<file path="src/rtl/bit_op_pkg.sv">
// Shared definitions for the bit-addressable memory sequencer:
// op-code values, FSM state encoding and the read-requirement decode.
package bit_op_pkg;

  localparam logic [2:0] OP_CLR   = 3'd0;
  localparam logic [2:0] OP_SETB  = 3'd1;
  localparam logic [2:0] OP_CPL   = 3'd2;
  localparam logic [2:0] OP_MOVCB = 3'd3;
  localparam logic [2:0] OP_MOVBC = 3'd4;
  localparam logic [2:0] OP_ANL   = 3'd5;
  localparam logic [2:0] OP_ORL   = 3'd6;
  localparam logic [2:0] OP_ANLN  = 3'd7;

  typedef enum logic [2:0] {
    S_IDLE = 3'd0,
    S_RD   = 3'd1,
    S_EX   = 3'd2,
    S_WR   = 3'd3,
    S_DONE = 3'd4
  } state_t;

  // Only CLR, SETB and MOV bit,C can write without looking at the cell first.
  function automatic logic needs_read(input logic [2:0] op);
    return !(op == OP_CLR || op == OP_SETB || op == OP_MOVBC);
  endfunction

endpackage

</file>
<file path="src/rtl/bit_op_ctrl_alu.sv">
// Combinational bit ALU: write data for the memory cell and next carry value,
// from the op code, the bit read (r) and the current carry (c).
module bit_alu
  import bit_op_pkg::*;
(
  input  logic [2:0] op,
  input  logic       r,
  input  logic       c,
  output logic       wdata,
  output logic       c_next
);

  always_comb begin
    wdata  = r;
    c_next = c;
    case (op)
      OP_CLR:   wdata  = 1'b0;
      OP_SETB:  wdata  = 1'b1;
      OP_CPL:   wdata  = ~r;
      OP_MOVCB: c_next = r;
      OP_MOVBC: wdata  = c;
      OP_ANL:   c_next = c & r;
      OP_ORL:   c_next = c | r;
      OP_ANLN:  c_next = c & ~r;
      default:  wdata  = r;
    endcase
  end

endmodule

</file>
<file path="src/rtl/bit_op_ctrl.sv">
// Single-bit memory sequencer: accepts one bit instruction at a time, runs the
// read / modify / write sequence against the bit memory and owns the carry flag.
module bit_op_ctrl
  import bit_op_pkg::*;
#(
  parameter int ADDRWIDTH = 3
) (
  input  logic                 clk,
  input  logic                 rst_n,
  input  logic                 req,
  input  logic [2:0]           op,
  input  logic [ADDRWIDTH-1:0] bit_addr,
  output logic                 ready,
  output logic                 done,
  output logic                 bit_val,
  output logic                 c_flag,
  input  logic                 c_load,
  input  logic                 c_din,
  output logic                 mem_cs_n,
  output logic                 mem_rw,
  output logic [ADDRWIDTH-1:0] mem_addr,
  output logic                 mem_din,
  input  logic                 mem_dout
);

  state_t     state, state_nxt;
  logic [2:0] op_q;
  logic [2:0] alu_op;
  logic       alu_wdata;
  logic       alu_c_next;
  logic       accept;

  assign accept = req && ready;

  // In IDLE the ALU sees the incoming op so write-only ops get their data at accept.
  assign alu_op = (state == S_IDLE) ? op : op_q;

  bit_alu u_alu (
    .op     (alu_op),
    .r      (mem_dout),
    .c      (c_flag),
    .wdata  (alu_wdata),
    .c_next (alu_c_next)
  );

  always_comb begin
    state_nxt = state;
    ready     = 1'b0;
    done      = 1'b0;
    case (state)
      S_IDLE: begin
        ready = 1'b1;
        if (req) state_nxt = needs_read(op) ? S_RD : S_WR;
      end
      S_RD:    state_nxt = S_EX;
      S_EX:    state_nxt = (op_q == OP_CPL) ? S_WR : S_DONE;
      S_WR:    state_nxt = S_DONE;
      S_DONE: begin
        done      = 1'b1;
        state_nxt = S_IDLE;
      end
      default: state_nxt = S_IDLE;
    endcase
  end

  // Memory strobes are registered from the next state so they line up with RD/WR.
  always_ff @(posedge clk or negedge rst_n) begin
    if (!rst_n) begin
      state    <= S_IDLE;
      bit_val  <= 1'b0;
      c_flag   <= 1'b0;
      mem_cs_n <= 1'b1;
      mem_rw   <= 1'b1;
      mem_addr <= '0;
      mem_din  <= 1'b0;
    end else begin
      state    <= state_nxt;
      mem_cs_n <= !(state_nxt == S_RD || state_nxt == S_WR);
      mem_rw   <= (state_nxt != S_WR);
      if (accept) mem_addr <= bit_addr;
      if (state_nxt == S_WR) mem_din <= alu_wdata;
      if (state == S_EX) bit_val <= mem_dout;
      if (state == S_WR) bit_val <= mem_din;
      if (c_load) c_flag <= c_din;
      else if (state == S_EX) c_flag <= alu_c_next;
    end
  end

  always_ff @(posedge clk) begin
    if (accept) op_q <= op;
  end

endmodule

</file>
<file path="config.mk">
export PLATFORM = sky130hd
export DESIGN_NAME = bit_op_ctrl
export DESIGN_NICKNAME = d
export VERILOG_FILES = /design/src/rtl/bit_op_pkg.sv /design/src/rtl/bit_op_ctrl_alu.sv /design/src/rtl/bit_op_ctrl.sv
export SDC_FILE = /design/constraint.sdc
export NUM_CORES = 1
export LEC_CHECK = 0
export CORE_MARGIN = 5
export CORE_UTILIZATION = 45
export DETAILED_ROUTE_END_ITERATION = 10
export HOLD_SLACK_MARGIN = 0.15
export PLACE_DENSITY = 0.78
export SLEW_MARGIN = 0
export SYNTH_ARGS = -nofsm -noshare
export SYNTH_HDL_FRONTEND = slang
export SYNTH_SLANG_ARGS = --single-unit
</file>
<file path="constraint.sdc">
create_clock -name clk -period 4.5 [get_ports clk]
set_input_delay 0.675 -clock clk [delete_from_list [all_inputs] [get_ports clk]]
set_output_delay 0.675 -clock clk [all_outputs]
set_load 0.02 [all_outputs]
</file>
==> results of run 1 <==
cells by family (layout without fill, tap and decap cells):
group | Yosys count | after routing
buffers and inverters | 5 | 28
AO/OA/AOI/OAI | 12 | 12
multiplexers | 8 | 8
flip-flops | 14 | 14
AND/OR/NAND/NOR | 20 | 20
worst paths after layout:
kind                       slack (ns)           startpoint  cells after the start                       to
max in group asynchronous        3.39                rst_n                      1         mem_rw$_DFF_PN1_
min                              0.49  bit_val$_DFFE_PN0P_                      2      bit_val$_DFFE_PN0P_
max reg2reg                      2.65   state[2]$_DFF_PN0_                      4       c_flag$_DFFE_PN0P_
max                              1.98   state[2]$_DFF_PN0_                      2                    ready
min reg2reg                      0.49  bit_val$_DFFE_PN0P_                      2      bit_val$_DFFE_PN0P_
min in group asynchronous        0.74                rst_n                      1  mem_addr[2]$_DFFE_PN0P_
cells in the mapped netlist (2+ instances only):
library cell,instances
mux2i_1,3
dfrtp_1,9
and2_1,2
dfstp_2,2
inv_1,3
edfxtp_1,3
nor2_1,4
o31a_1,2
mux2_2,4
nand2b_1,2
a21oi_1,2
nand2_1,6
o21ai_0,2
a211oi_1,2
per-layer routing:
metal | part of all wire, % | track usage (%)
met2 | 50 | 23.2
met1 | 44 | 19.2
met3 | 5.4 | 3.36
met5 | 0 | 0
met4 | 0.75 | 5.38
per-stage QoR:
step	setup slack [ns]	hold WS (ns)
global route	1.91	0.555
floorplan	2.68	0.379
global placement	2.32	0.468
detailed placement	2.31	0.482
finish	1.98	0.488
CTS	1.97	0.502
sequential cells by signal (all words and copies together) (netlist names):
name      flops
mem_cs_n      1
mem_rw        1
bit_val       1
op_q          3
mem_din       1
state         3
mem_addr      3
c_flag        1
final cells by class:
cell class              instances  area, sq um  share of cell area (%)
well taps                      16         20.0                    2.10
multi-input cells              40          309                    32.4
repair buffers                 21          210                    22.0
inverters                       3         11.3                    1.18
clock buffers                   4         36.3                    3.80
flip-flops and latches         14          368                    38.5
worst max-delay path, delay by kind of cell, from the launching register on:
kind / cells / cell delay (ns)
buffers and inverters: 1 / 0.69
and+or+nand+nor: 1 / 0.41
DFF: 1 / 0.46
power by group through the flow:
stage | Clock [mW] | Sequential (mW) | Combinational (mW)
3_5_place_dp | 0 | 0.237 | 0.310
3_3_place_gp | 0 | 0.234 | 0.307
4_1_cts | 0.0928 | 0.236 | 0.314
5_1_grt | 0.0997 | 0.247 | 0.336
6_report | 0.0904 | 0.236 | 0.310
2_1_floorplan | 0 | 0.261 | 0.164
==> flow_metrics.tcl, run 1 <==
set metrics [dict create \
    io_buffers 21 \
    setup_viol 0 \
    p_total_uw 637 \
    ys_seq_elements 14 \
    drt-initial-drc-count 18 \
    numCtsBuffers 3 \
    wirelength_mm 1.60 \
    post-dp-hpwl_mm 1.21 \
    root_buffer "clkbuf_4" \
    die_area_sq_um 2440 \
    final_cells 98 \
    final_cell_area_sq_um 955 \
    synth_cells 59 \
    first_pass_iters 4 \
    cts_hold_buf 0 \
    synthAdderAreaFrac_pct 0 \
    synth_top_cell_by_area "dfrtp_1" \
    rsz0062_at_grt "no" \
    die_w_um 49.4 \
    start_kind "flip-flop" \
    synth_xor_area_share_pct 0 \
    p_per_area_nw_per_um2 667 \
    fin_crit_sh_pct 56.0 \
    drive_gt1_share_pct 14.6 \
    ys_seq_area_share_pct 52.8 \
    vdd_ir_drop_max_uv 429 \
    p_leak_nw 0.378 \
    die_height_um 49.4 \
    status "complete, no violations" \
    syn_to_final_growth_pct 37.0 \
    clock_tree.htree_level_count 1 \
    synth_area_leaders "dfrtp_1, edfxtp_1, dfstp_2, mux2_2, mux2i_1" \
    required_ns 3.83 \
    grt_first_pass_wirelength_mm 2.82 \
    post-route-util_pct 64.1 \
    netlist_area_sq_um 697 \
    mostFrequentLayoutCells "clkdlybuf4s50_1, dfrtp_1, nand2_1" \
    hold_class "reg2reg" \
    synth-main-ff-cell "dfrtp_1" \
    dp.cells 94 \
    wl_per_cell_um 16.3 \
    finalMaxSlewViolations 0 \
    antenna_found_initial 0 \
    slew_headroom_pct 63.9 \
    fin_worst_skew_ns 0.000810 \
    synth_top_area_share_pct 32.3 \
    synthMuxAreaShare_pct 14.5 \
    post_cts_buffers 0 \
    p_sw_share_pct 38.2 \
    intPower_uw 393 \
    tightest_slew_ns 0.539 \
    crit_type "reg2out" \
    final-hold-violation-count 0 \
    synth_edf_count 3 \
    yosysWarnings 0 \
    cp-end-kind "output port" \
    p_comb_share_pct 48.7 \
    avgViaCountPerCell 5.69 \
    core_area_sq_um 1490 \
    grt_util_all_layers_pct 14.6 \
    start_util_pct 46.8 \
    layout_commonest_cell "clkdlybuf4s50_1" \
    net-switching-power_uw 243 \
    post_cts_resize_count 0 \
    cp_cell_sequence "nor3_4, clkdlybuf4s50_1" \
    fmax_mhz 397 \
    min_period_ns 2.52 \
    antenna_cells 0 \
    clk_latency_ns 0.27 \
    path_max_fanout 9 \
    clkSinkCount 14 \
    slowest_stage "clkdlybuf4s50_1" \
    synth_top_family_by_area "simple AND/OR/NAND/NOR gates" \
    drv_cap 0 \
    ios 22 \
    clock_path_buffers 2 \
    synth-simple-area-share_pct 17.1 \
    grt.overflow.total 0 \
    grt_start_max_net_pins 12 \
    seq_power_share_pct 37.1 \
    place_congestion 0.686 \
    avgSynthCellArea_sq_um 11.8 \
    fillerInstances 115 \
    cp.arrival_ns 1.84 \
    clockPowerShare_pct 14.2 \
    synth_compound_area_share_pct 12.7 \
    final_nets 95 \
    final_antenna_net_count 0 \
    placed_cell_area_sq_um 918 \
    max_stage_delay_ns 0.69 \
    syn_nets 71 \
    cts_tree "built" \
    yosysUniqueCellTypes 27 \
    grt_pass1_vias 603 \
    fin_setup_tns_ns 0 \
    rows 14 \
    clkTransAtPathRegs_ns 0.09 \
    num_vias 558 \
    drc 0 \
    postSynth.asyncResetShare_pct 78.6 \
]
No activity file was read; power rests on OpenSTA's default activity.
==> inputs of run 2 (changes only) <==
CORE_UTILIZATION = 40   (was 45)
PLACE_DENSITY = 0.73   (was 0.78)
clock period = 2.1 ns   (was 4.5 ns; I/O delays follow)
==> run 2 against run 1 <==
Against the previous run:
- highest routed layer unchanged
- total power up 110%
- register-to-register slack lost 2.3 ns
- die area is 9.9% higher
- largest cell class unchanged
- design area increased by 0.13%
- critical path depth grew 1
- first-iteration DRC count grew 22%
- wire length down 7.9%
- sequential power rose by 120%
- via count grew 1.8%
- critical path type unchanged
- global-route usage shrank 1.3 points
==> flow_metrics.tcl, run 2 (synthesis results as in run 1) <==
set metrics [dict create \
    final_cell_area_sq_um 956 \
    final_nets 96 \
    mostFrequentLayoutCells "clkdlybuf4s50_1, dfrtp_1, nand2_1" \
    syn_to_final_growth_pct 37.2 \
    min_period_ns 1.99 \
    place_congestion 0.842 \
    cp-end-kind "output port" \
    setup_viol 0 \
    grt.overflow.total 0 \
    grt_pass1_vias 583 \
    reg2reg_to "c_flag$_DFFE_PN0P_" \
    grtUsageMet1_pct 18.3 \
    ios 22 \
    numCtsBuffers 3 \
    clock_path_buffers 2 \
    r2r_cells 5 \
    cp.arrival_ns 1.67 \
    dp.cells 95 \
    grt.busiest_layer "met2" \
    clkSinkCount 14 \
    wirelength_mm 1.48 \
    cts_tree "built" \
    placed_cell_area_sq_um 920 \
    fin_setup_tns_ns 0 \
    r2r-start "state[1]$_DFF_PN0_" \
    io_buffers 21 \
    wl_per_cell_um 14.8 \
    post-route-util_pct 56.6 \
    drt-initial-drc-count 22 \
    drc 0 \
    cp_cell_sequence "nor2_2, and2_1, clkdlybuf4s50_1" \
    fmax_mhz 503 \
    hold_slack_ns 0.364 \
    grt_util_all_layers_pct 13.3 \
    start_util_pct 41.3 \
    fin_worst_skew_ns 0.000221 \
    max_stage_delay_ns 0.60 \
    final-hold-violation-count 0 \
    avgViaCountPerCell 5.68 \
    layout_commonest_cell "clkdlybuf4s50_1" \
    status "complete, no violations" \
    finalMaxSlewViolations 0 \
    hold_class "in2async" \
    clkTransAtPathRegs_ns 0.08 \
    path_max_fanout 7 \
    p_leak_nw 0.377 \
    antenna_cells 0 \
    largestRegisters "mem_addr x3, op_q x3, state x3" \
    final_cells 100 \
    rows 15 \
    tightest_slew_ns 0.485 \
    first_pass_iters 4 \
    die_height_um 51.7 \
    start_kind "flip-flop" \
    met3_usage_pct 0.860 \
    grt_start_max_net_pins 12 \
    die_w_um 51.7 \
    clk_latency_ns 0.27 \
    final_antenna_net_count 0 \
    antenna_found_initial 0 \
    rsz0062_at_grt "no" \
    num_vias 568 \
    layout_setup_ws_ns 0.112 \
    p_total_mw 1.35 \
    grt_first_pass_wirelength_mm 2.66 \
    core_area_sq_um 1690 \
    pre_cts_ws_ns 0.255 \
    p_per_area_nw_per_um2 1410 \
    required_ns 1.78 \
    drive_gt1_share_pct 15.7 \
    root_buffer "clkbuf_4" \
    use_met2_pct 20.3 \
    die_area_sq_um 2680 \
    drv_cap 0 \
    vdd_ir_drop_max_uv 753 \
    slowest_stage "clkdlybuf4s50_1" \
    clock_tree.htree_level_count 1 \
    post-dp-hpwl_mm 1.13 \
    path_delay_family "buffers and inverters" \
    slew_headroom_pct 67.6 \
    ff2ff_setup_slack_ns 0.32 \
    fin_crit_sh_pct 94.7 \
    crit_type "reg2out" \
    critPathBufInv 1 \
]
-- run 2: cell types whose count changed in the layout (fill, tap and decap cells not counted), sizes merged --
cell	change
buf	+1
-- run 2: repair_timing --
item,CTS,global route
setup buffers,1,0
endpoints found under the setup margin,1,1
gates resized for setup,0,1
pin swaps,1,0
hold buffers,0,0
-- run 2: power breakdown --
| group | total [mW] | switching (mW) | internal [mW] |
|---|---|---|---|
| Clock | 0.157 | 0.0831 | 0.0736 |
| Combinational | 0.679 | 0.321 | 0.358 |
| Sequential | 0.510 | 0.110 | 0.399 |
| Total | 1.35 | 0.515 | 0.831 |
-- run 2: worst register-to-register path, cell delays in order, from the launching register on --
cell and delay (ns):
dfrtp_1 0.47, nor3_4 0.22, buf_4 0.18, mux4_1 0.56, a21oi_1 0.16, o31a_1 0.14
-- run 2: how the worst max path moves through the flow --
stage | cells after the start | slack, ns | startpoint | endpoint
CTS | 3 | 0.06 | state[0]$_DFF_PN0_ | done
global placement | 2 | 0.27 | state[2]$_DFF_PN0_ | ready
floorplan | 4 | 0.28 | state[2]$_DFF_PN0_ | c_flag$_DFFE_PN0P_
global route | 3 | 0.007 | state[0]$_DFF_PN0_ | done
detailed placement | 2 | 0.25 | state[1]$_DFF_PN0_ | ready
finish | 3 | 0.11 | state[0]$_DFF_PN0_ | done
-- run 2: layer usage --
layer | wire (um) | part of all wire, % | vias up
li1 | - | - | 269
met1 | 688 | 47 | 274
met2 | 655 | 44 | 21
met3 | 102 | 6.9 | 4
met4 | 29 | 2.0 | 0
met5 | 0 | 0 | -
-- run 2: final cells by class --
type | count | area (sq um)
flip-flops and latches | 14 | 368
well taps | 17 | 21.3
fillers | 148 | 733
repair buffers | 22 | 218
inverters | 3 | 11.3
multi-input cells | 40 | 312
clock buffers | 4 | 26.3
